### src/rtl/ex_mem_pipe_reg_pkg.sv
// Shared types and constants for the EX/MEM pipeline register.
// The control bundle travels as one packed struct so bubbles are a single constant.
package ex_mem_pipe_reg_pkg;

  localparam int DATA_W_DEF = 32;
  localparam int REG_AW_DEF = 5;

  typedef struct packed {
    logic jump;
    logic branch;
    logic branch_ne;
    logic mem_read;
    logic mem_write;
    logic mem_to_reg;
    logic reg_write;
  } ctrl_t;

  localparam ctrl_t CTRL_BUBBLE = '0;

  // An invalid EX instruction must not carry any side-effecting control into MEM.
  function automatic ctrl_t gate_ctrl(input ctrl_t c, input logic v);
    return v ? c : CTRL_BUBBLE;
  endfunction

endpackage

### src/rtl/ex_mem_pipe_reg_sat_counter.sv
// Saturating up-counter: increments on inc unless held, sticks at all-ones.
module sat_counter #(
  parameter int CNT_W = 16
) (
  input  logic             clk,
  input  logic             rst,
  input  logic             inc,
  input  logic             hold,
  output logic [CNT_W-1:0] count_o
);

  logic [CNT_W-1:0] count_q;
  logic [CNT_W-1:0] count_d;

  always_comb begin
    count_d = count_q;
    if (inc && !hold && (count_q != {CNT_W{1'b1}})) begin
      count_d = count_q + CNT_W'(1);
    end
  end

  always_ff @(posedge clk) begin
    if (rst) begin
      count_q <= '0;
    end else begin
      count_q <= count_d;
    end
  end

  assign count_o = count_q;

endmodule

### src/rtl/ex_mem_pipe_reg.sv
// EX/MEM pipeline register with stall/flush, branch resolution and a one-shot
// PC redirect that fires once per taken instruction even across long stalls.
module ex_mem_pipe_reg
  import ex_mem_pipe_reg_pkg::*;
#(
  parameter int DATA_W = DATA_W_DEF,
  parameter int REG_AW = REG_AW_DEF,
  parameter int CNT_W  = 16,
  parameter int BNE_EN = 1
) (
  input  logic              clk,
  input  logic              rst,
  input  logic              stall_i,
  input  logic              flush_i,
  input  logic              valid_i,
  input  logic              jump_i,
  input  logic              branch_i,
  input  logic              branch_ne_i,
  input  logic              mem_read_i,
  input  logic              mem_write_i,
  input  logic              mem_to_reg_i,
  input  logic              reg_write_i,
  input  logic              zf_i,
  input  logic [DATA_W-1:0] alu_result_i,
  input  logic [DATA_W-1:0] read_data2_i,
  input  logic [REG_AW-1:0] write_reg_i,
  input  logic [DATA_W-1:0] next_pc_i,
  input  logic [DATA_W-1:0] branch_target_i,
  input  logic [DATA_W-1:0] jump_target_i,
  output logic              valid_o,
  output logic              jump_o,
  output logic              branch_o,
  output logic              mem_read_o,
  output logic              mem_write_o,
  output logic              mem_to_reg_o,
  output logic              reg_write_o,
  output logic              zf_o,
  output logic [DATA_W-1:0] alu_result_o,
  output logic [DATA_W-1:0] read_data2_o,
  output logic [REG_AW-1:0] write_reg_o,
  output logic [DATA_W-1:0] next_pc_o,
  output logic              redirect_o,
  output logic [DATA_W-1:0] redirect_pc_o,
  output logic [CNT_W-1:0]  flush_cnt_o
);

  ctrl_t             ctrl_in;
  ctrl_t             ctrl_q, ctrl_d;
  logic              valid_q, valid_d;
  logic              zf_q, zf_d;
  logic              done_q, done_d;
  logic [DATA_W-1:0] alu_q, alu_d;
  logic [DATA_W-1:0] rd2_q, rd2_d;
  logic [REG_AW-1:0] wreg_q, wreg_d;
  logic [DATA_W-1:0] npc_q, npc_d;
  logic [DATA_W-1:0] btgt_q, btgt_d;
  logic [DATA_W-1:0] jtgt_q, jtgt_d;
  logic              use_ne;
  logic              cond_met;
  logic              taken;

  assign ctrl_in = '{jump:       jump_i,
                     branch:     branch_i,
                     branch_ne:  branch_ne_i,
                     mem_read:   mem_read_i,
                     mem_write:  mem_write_i,
                     mem_to_reg: mem_to_reg_i,
                     reg_write:  reg_write_i};

  assign use_ne     = (BNE_EN != 0) && ctrl_q.branch_ne;
  assign cond_met   = use_ne ? ~zf_q : zf_q;
  assign taken      = valid_q & (ctrl_q.jump | (ctrl_q.branch & cond_met));
  assign redirect_o = taken & ~done_q;
  assign redirect_pc_o = ctrl_q.jump ? jtgt_q : btgt_q;

  always_comb begin
    valid_d = valid_q;
    ctrl_d  = ctrl_q;
    zf_d    = zf_q;
    done_d  = done_q;
    alu_d   = alu_q;
    rd2_d   = rd2_q;
    wreg_d  = wreg_q;
    npc_d   = npc_q;
    btgt_d  = btgt_q;
    jtgt_d  = jtgt_q;
    if (flush_i) begin
      valid_d = 1'b0;
      ctrl_d  = CTRL_BUBBLE;
      zf_d    = 1'b0;
      done_d  = 1'b0;
      alu_d   = '0;
      rd2_d   = '0;
      wreg_d  = '0;
      npc_d   = '0;
      btgt_d  = '0;
      jtgt_d  = '0;
    end else if (stall_i) begin
      // Remember that fetch already saw the redirect for this held instruction.
      done_d = done_q | redirect_o;
    end else begin
      valid_d = valid_i;
      ctrl_d  = gate_ctrl(ctrl_in, valid_i);
      zf_d    = zf_i & valid_i;
      done_d  = 1'b0;
      alu_d   = alu_result_i;
      rd2_d   = read_data2_i;
      wreg_d  = write_reg_i;
      npc_d   = next_pc_i;
      btgt_d  = branch_target_i;
      jtgt_d  = jump_target_i;
    end
  end

  always_ff @(posedge clk) begin
    if (rst) begin
      valid_q <= 1'b0;
      ctrl_q  <= CTRL_BUBBLE;
      zf_q    <= 1'b0;
      done_q  <= 1'b0;
      alu_q   <= '0;
      rd2_q   <= '0;
      wreg_q  <= '0;
      npc_q   <= '0;
      btgt_q  <= '0;
      jtgt_q  <= '0;
    end else begin
      valid_q <= valid_d;
      ctrl_q  <= ctrl_d;
      zf_q    <= zf_d;
      done_q  <= done_d;
      alu_q   <= alu_d;
      rd2_q   <= rd2_d;
      wreg_q  <= wreg_d;
      npc_q   <= npc_d;
      btgt_q  <= btgt_d;
      jtgt_q  <= jtgt_d;
    end
  end

  sat_counter #(.CNT_W(CNT_W)) u_flush_cnt (
    .clk     (clk),
    .rst     (rst),
    .inc     (flush_i),
    .hold    (stall_i & ~flush_i),
    .count_o (flush_cnt_o)
  );

  assign valid_o      = valid_q;
  assign jump_o       = ctrl_q.jump;
  assign branch_o     = ctrl_q.branch;
  assign mem_read_o   = ctrl_q.mem_read;
  assign mem_write_o  = ctrl_q.mem_write;
  assign mem_to_reg_o = ctrl_q.mem_to_reg;
  assign reg_write_o  = ctrl_q.reg_write;
  assign zf_o         = zf_q;
  assign alu_result_o = alu_q;
  assign read_data2_o = rd2_q;
  assign write_reg_o  = wreg_q;
  assign next_pc_o    = npc_q;

endmodule

### config.mk
export PLATFORM = sky130hd
export DESIGN_NAME = ex_mem_pipe_reg
export DESIGN_NICKNAME = d
export VERILOG_FILES = /design/src/rtl/ex_mem_pipe_reg_pkg.sv /design/src/rtl/ex_mem_pipe_reg_sat_counter.sv /design/src/rtl/ex_mem_pipe_reg.sv
export SDC_FILE = /design/constraint.sdc
export NUM_CORES = 1
export LEC_CHECK = 0
export CORE_ASPECT_RATIO = 1.5
export CORE_MARGIN = 2
export CORE_UTILIZATION = 39
export DETAILED_ROUTE_END_ITERATION = 8
export GPL_TIMING_DRIVEN = 1
export PLACE_DENSITY = 0.81
export SLEW_MARGIN = 5
export SYNTH_ARGS = -nofsm -noshare
export SYNTH_HDL_FRONTEND = slang
export SYNTH_SLANG_ARGS = --single-unit
### constraint.sdc
create_clock -name clk -period 2.1 [get_ports clk]
set_input_delay 0.63 -clock clk [delete_from_list [all_inputs] [get_ports clk]]
set_output_delay 0.63 -clock clk [all_outputs]
set_load 0.01 [all_outputs]
==> out/results.tsv, run 1 <==
metric	value	unit
maxSlewViolCount	0	
route.detailed.drc	0	
synth_ff_type	dfxtp_1	
core	16200	sq um
crit_end	redirect_pc_o[19]	
synthTopCellsByCount	dfxtp_1, a22o_1, mux2_2, clkbuf_1, nor2_1	
synth_top_area_share	59.5	%
fin_ws	-0.0998	ns
portBuffers	335	
maxCapViolCount	0	
skew	0.00730	ns
hold_path.class	reg2reg	
wirelength	20700	um
r2r_start	u_flush_cnt.count_o[12]$_SDFFE_PP0P_	
crit_path_cell_trace	buf_12 -> buf_12 -> mux2_4 -> buf_6	
r2r_slack	0.37	ns
drt_pass1_iterations	4	
min_period_over_period	105	%
clk_latency	0.41	ns
tightestPinTransition	0.411	ns
seq_area_frac_synth	59.5	%
hold_start	alu_result_o[17]$_SDFFE_PP0N_	
vias_per_cell	5.27	
crit_path_start_kind	register	
ys_seq_elements	191	
dpl.hpwl	14400	um
cts_buffers	17	
violations	setup timing	
gp_congestion	0.847	
cts_hold_buf	0	
cts_tree	yes	
startpoint	jump_o$_SDFFE_PP0N_	
synth_warnings	0	
cts_buffer_depth	2	
syn_area_per_cell	12.1	sq um
detailedPlace.worstSlack	-0.147	ns
crit_type	reg2out	
dp.cells	1064	
crit_path_end_kind	output port	
synthTopCellsByArea	dfxtp_1, a22o_1, mux2_2	
root_buffer	clkbuf_16	
p_leak	0.00448	uW
rows	57	
hold_viol	0	
clkSlewWorstSetupHoldPaths	0.07	ns
area_growth	74.9	%
hold_ws	0.476	ns
synth_edf_count	0	
ir_drop	573	uV
die_x	109	um
die-area	17500	sq um
htreeDepth	4	
die_y	161	um
ant_nets	0	
antennaDiodeCount	0	
crit_arrival	1.57	ns
layout-drive-gt1-share	19.2	%
grt_pass1_vias	6008	
cp_top_family	flip-flops	
io_pins	336	
yosysTopAreaCell	dfxtp_1	
utilization	69.5	%
max_freq	455	MHz
status	complete, but fails checks	
vias	5849	
cts_sinks	191	
path_common_cell	buf_12	
num-fill-cells	1128	
slew_headroom	72.3	%
syn_inst	530	
ys_types	34	
worstPathMaxFanout	6	
required	1.47	ns
nets	1070	
slowest_stage	dfxtp_4	
cp.depth	4	
wl_per_cell	18.6	um
rsz0062_at_grt	true	
setup_violations	15	
grt_overflow_total	0	
start_util	39.7	%
yosys.cell_count.top_type	dfxtp_1	
grt_pass1_wl	31700	um
cp_slowest_stage_delay	0.44	ns
final_cells	1110	
antenna_found_initial	0	
syn-cell-area	6430	sq um
worst-r2r-cell-count	5	
power_density	702	nW/um^2
syn_nets	709	
synthArstFlopShare	0	%
hold_depth	1	
r2r-end	u_flush_cnt.count_o[1]$_SDFFE_PP0P_	
grt_usage	23.2	%
drtIter0Drc	188	
cp.buffers_inverters	3	
grt_max_degree	59	
period_minus_slack	2.20	ns
where the power goes:
| group | switching [uW] | leakage (uW) | internal, uW |
|---|---|---|---|
| combinational | 294 | 0.00262 | 615 |
| sequential | 68.5 | 0.00156 | 3730 |
| clock | 1470 | 0.000291 | 1720 |
worst min-delay path by stage:
stage	to	slack [ns]
floorplan	jtgt_q[0]$_SDFFE_PP0N_	0.44
global placement	done_q$_SDFF_PP0_	0.45
detailed placement	jtgt_q[7]$_SDFFE_PP0N_	0.45
CTS	jtgt_q[7]$_SDFFE_PP0N_	0.48
global route	alu_result_o[6]$_SDFFE_PP0N_	0.48
finish	alu_result_o[17]$_SDFFE_PP0N_	0.48
registers in the layout, summed over array words and instances, names as in the netlist:
register             count
jtgt_q                  32
zf_o                     1
reg_write_o              1
mem_read_o               1
next_pc_o               32
read_data2_o            32
valid_o                  1
done_q                   1
write_reg_o              5
jump_o                   1
mem_write_o              1
mem_to_reg_o             1
u_flush_cnt.count_o     16
use_ne                   1
btgt_q                  32
branch_o                 1
alu_result_o            32
cell families (layout without fill, tap and decap cells):
family / count (synthesis) / in the layout / share of synthesized area [%]
AND/OR/NAND/NOR: 57 / 57 / 4.83
AO/OA/AOI/OAI: 192 / 192 / 25.5
buffers and inverters: 47 / 421 / 2.76
flip-flops: 191 / 191 / 59.5
multiplexers: 40 / 40 / 6.95
XOR/XNOR: 2 / 2 / 0.273
adder cells (fa/ha/maj): 1 / 1 / 0.195
layout by cell type (no fill, tap or decap), types with 3 or more instances in the layout:
master / synthesis / final
and3_1: 4 / 4
clkdlybuf4s50_1: 0 / 300
nor2_1: 15 / 15
mux2i_1: 3 / 3
buf_12: 0 / 12
nor4_1: 4 / 4
mux2_4: 0 / 31
mux2_2: 37 / 6
nand4_1: 4 / 4
buf_4: 0 / 34
clkbuf_16: 0 / 17
a22o_1: 173 / 173
dfxtp_1: 191 / 178
dfxtp_2: 0 / 11
nand3_1: 4 / 4
nand2_1: 5 / 5
nor3_1: 7 / 6
nor2b_1: 6 / 5
buf_6: 0 / 35
inv_8: 0 / 3
inv_6: 0 / 3
a21oi_1: 7 / 6
clkinv_4: 0 / 4
stage by stage:
stage,TNS (ns),total power (uW),area [sq um]
CTS,-3.03,7960,11200
finish,-1.22,7900,11200
global placement,-5.04,4730,10300
floorplan,0,4120,6430
detailed placement,-8.05,4750,10300
global route,-2.56,8170,11200
cell type report:
cell class | instances | area, sq um | share of cell area [%]
tap | 206 | 258 | 2.29
clock inverter | 13 | 146 | 1.30
multi-input combinational | 292 | 2580 | 22.9
inverter | 2 | 7.51 | 0.0668
timing repair buffer | 387 | 3970 | 35.3
clock buffer | 19 | 443 | 3.94
sequential | 191 | 3840 | 34.2
repair_timing:
| item | CTS | global route |
|---|---|---|
| cloned | 3 | 0 |
| gates resized for setup | 211 | 15 |
| pin swaps | 0 | 2 |
| endpoints found under the setup margin | 38 | 39 |
| buffers inserted | 10 | 3 |
metal layers:
metal / track usage [%] / wire (um) / up-vias
li1: - / - / 2753
met1: 25.9 / 7960 / 2814
met2: 41.5 / 10700 / 248
met3: 6.58 / 1490 / 34
met4: 7.75 / 485 / 0
met5: 0 / 0 / -
Note: power is estimated with default switching activity, not from simulation.
==> run 2: changes to the inputs <==
- SKIP_LAST_GASP: default -> 1
==> run 2 against run 1 <==
Effect of this change: final area decreased by 0.16%; global-route usage decreased by 0.19 points; fmax increased by 0.26%; combinational power about the same; clock power about the same; the run still ends with setup timing left; critical endpoint is now redirect_pc_o[22].
==> out/results.tsv, run 2 (synthesized netlist as in run 1, its figures left out) <==
metric	value	unit	change
vias	5813		was 5,849
cts_sinks	191		unchanged
tightestPinTransition	0.416	ns	was 0.411 ns
vias_per_cell	5.24		was 5.27
grt_max_degree	59		unchanged
die-area	17500	sq um	unchanged
cts_hold_buf	0		unchanged
period_minus_slack	2.19	ns	was 2.20 ns
maxSlewViolCount	0		unchanged
crit_path_end_kind	output port		unchanged
area_growth	74.7	%	was 74.9%
gp_congestion	0.847		unchanged
layout-drive-gt1-share	18.8	%	was 19.2%
clk_latency	0.41	ns	about the same
cts_tree	yes		unchanged
tns	-1.39	ns	was -1.22 ns
met1_usage	25.6	%	was 25.9%
die_x	109	um	unchanged
htreeDepth	4		unchanged
crit_path_start_kind	register		unchanged
drtIter0Drc	190		was 188
swShare	23.2	%	about the same
slowest_stage	dfxtp_4		unchanged
ir_drop	578	uV	was 573 uV
nets	1070		unchanged
violations	setup timing		unchanged
antennaDiodeCount	0		unchanged
setup_violations	19		was 15
p_leak	0.00447	uW	was 0.00448 uW
max_freq	456	MHz	was 455 MHz
pwr-share-seq	48.1	%	about the same
ant_nets	0		unchanged
status	complete, but fails checks		unchanged
grt_pass1_wl	31500	um	was 31,700 um
cp_slowest_stage_delay	0.43	ns	was 0.44 ns
grt.busiest_layer	met2		unchanged
stdcell_area	11200	sq um	about the same
power_density	703	nW/um^2	was 702 nW/um^2
crit_path_cell_trace	buf_4 -> buf_16 -> mux2_4 -> buf_6		was buf_12 -> buf_12 -> mux2_4 -> buf_6
placed_cell_area	10300	sq um	unchanged
maxCapViolCount	0		unchanged
combPwrFrac	11.5	%	about the same
cts_buffers	17		unchanged
grt_usage	23.0	%	was 23.2%
num-fill-cells	1136		was 1,128
wirelength	20600	um	was 20,700 um
wl_per_cell	18.5	um	was 18.6 um
pwr-share-clk	40.4	%	about the same
cts_buffer_depth	2		unchanged
root_buffer	clkbuf_16		unchanged
dpl.hpwl	14400	um	unchanged
core	16200	sq um	unchanged
final_cell_mix	clkdlybuf4s50_1, dfxtp_1, a22o_1, buf_6, buf_4		unchanged
required	1.47	ns	about the same
hold_ws	0.474	ns	was 0.476 ns
grt_pass1_vias	6014		was 6,008
crit_arrival	1.56	ns	was 1.57 ns
slew_headroom	72.0	%	was 72.3%
worstPathMaxFanout	5		was 6
hold_path.class	reg2reg		unchanged
start_util	39.7	%	unchanged
route.detailed.drc	0		unchanged
rows	57		unchanged
mostFrequentLayoutCell	clkdlybuf4s50_1		unchanged
crit_type	reg2out		unchanged
power_switching	1830	uW	about the same
min_period_over_period	104	%	was 105%
rsz0062_at_grt	true		unchanged
hold_viol	0		unchanged
skew	0.00782	ns	was 0.00730 ns
use_met3	6.50	%	was 6.58%
io_pins	336		unchanged
use_met2	41.1	%	was 41.5%
grt_overflow_total	0		unchanged
portBuffers	335		unchanged
clkSlewWorstSetupHoldPaths	0.07	ns	about the same
antenna_found_initial	0		unchanged
power.internal	6070	uW	about the same
die_y	161	um	unchanged
fin_ws	-0.0940	ns	was -0.0998 ns
drt_pass1_iterations	5		was 4
[run 2: through the flow]
stage | instances | util [%] | total power [uW] | setup WS, ns
2_1_floorplan | 530 | - | 4120 | 0.118
5_1_grt | 1110 | 69.4 | 8170 | -0.158
3_3_place_gp | 1064 | 63.5 | 4730 | -0.0931
4_1_cts | 1109 | 69.1 | 7960 | -0.156
3_5_place_dp | 1064 | 63.5 | 4750 | -0.147
6_report | 1110 | 69.4 | 7900 | -0.0940
[run 2: cell type report]
| type | count | area, sq um | share of cell area (%) |
|---|---|---|---|
| Clock buffer | 19 | 443 | 3.94 |
| Inverter | 2 | 7.51 | 0.0669 |
| Tap cell | 206 | 258 | 2.30 |
| Multi-Input combinational cell | 292 | 2560 | 22.8 |
| Timing Repair Buffer | 387 | 3980 | 35.4 |
| Sequential cell | 191 | 3840 | 34.2 |
| Clock inverter | 13 | 146 | 1.30 |
[run 2: final timing paths]
path                                        startpoint                                   to  slack, ns  depth (start not counted)
hold / removal           read_data2_o[31]$_SDFFE_PP0N_        read_data2_o[31]$_SDFFE_PP0N_       0.47                          1
setup / recovery                   jump_o$_SDFFE_PP0N_                    redirect_pc_o[22]      -0.09                          4
hold reg to reg          read_data2_o[31]$_SDFFE_PP0N_        read_data2_o[31]$_SDFFE_PP0N_       0.47                          1
setup reg to reg  u_flush_cnt.count_o[12]$_SDFFE_PP0P_  u_flush_cnt.count_o[1]$_SDFFE_PP0P_       0.37                          5
[run 2: routing by layer]
layer | vias to the layer above | part of all wire [%]
li1 | 2757 | -
met1 | 2763 | 38
met2 | 255 | 52
met3 | 38 | 7.4
met4 | 0 | 2.7
met5 | - | 0
[run 2: what timing repair did]
action                                 4_1_cts  5_1_grt
cloned                                       3        0
setup endpoints to repair                   38       40
endpoints found under the hold margin        0        0
setup buffers                               10        2
gates resized for setup                    199       20
pin swaps                                    0        0
[run 2: power by group through the flow]
stage,Combinational [uW],Clock (uW),Sequential [uW]
2_1_floorplan,223,0,3900
3_3_place_gp,858,0,3870
3_5_place_dp,870,0,3880
4_1_cts,908,3250,3800
5_1_grt,965,3390,3810
6_report,907,3190,3800
[run 2: worst max-delay path, delay by kind of cell, from the launching register on]
kind	cells	cell delay (ns)
buffers and inverters	3	0.41
flip-flops	1	0.43
multiplexers	1	0.31
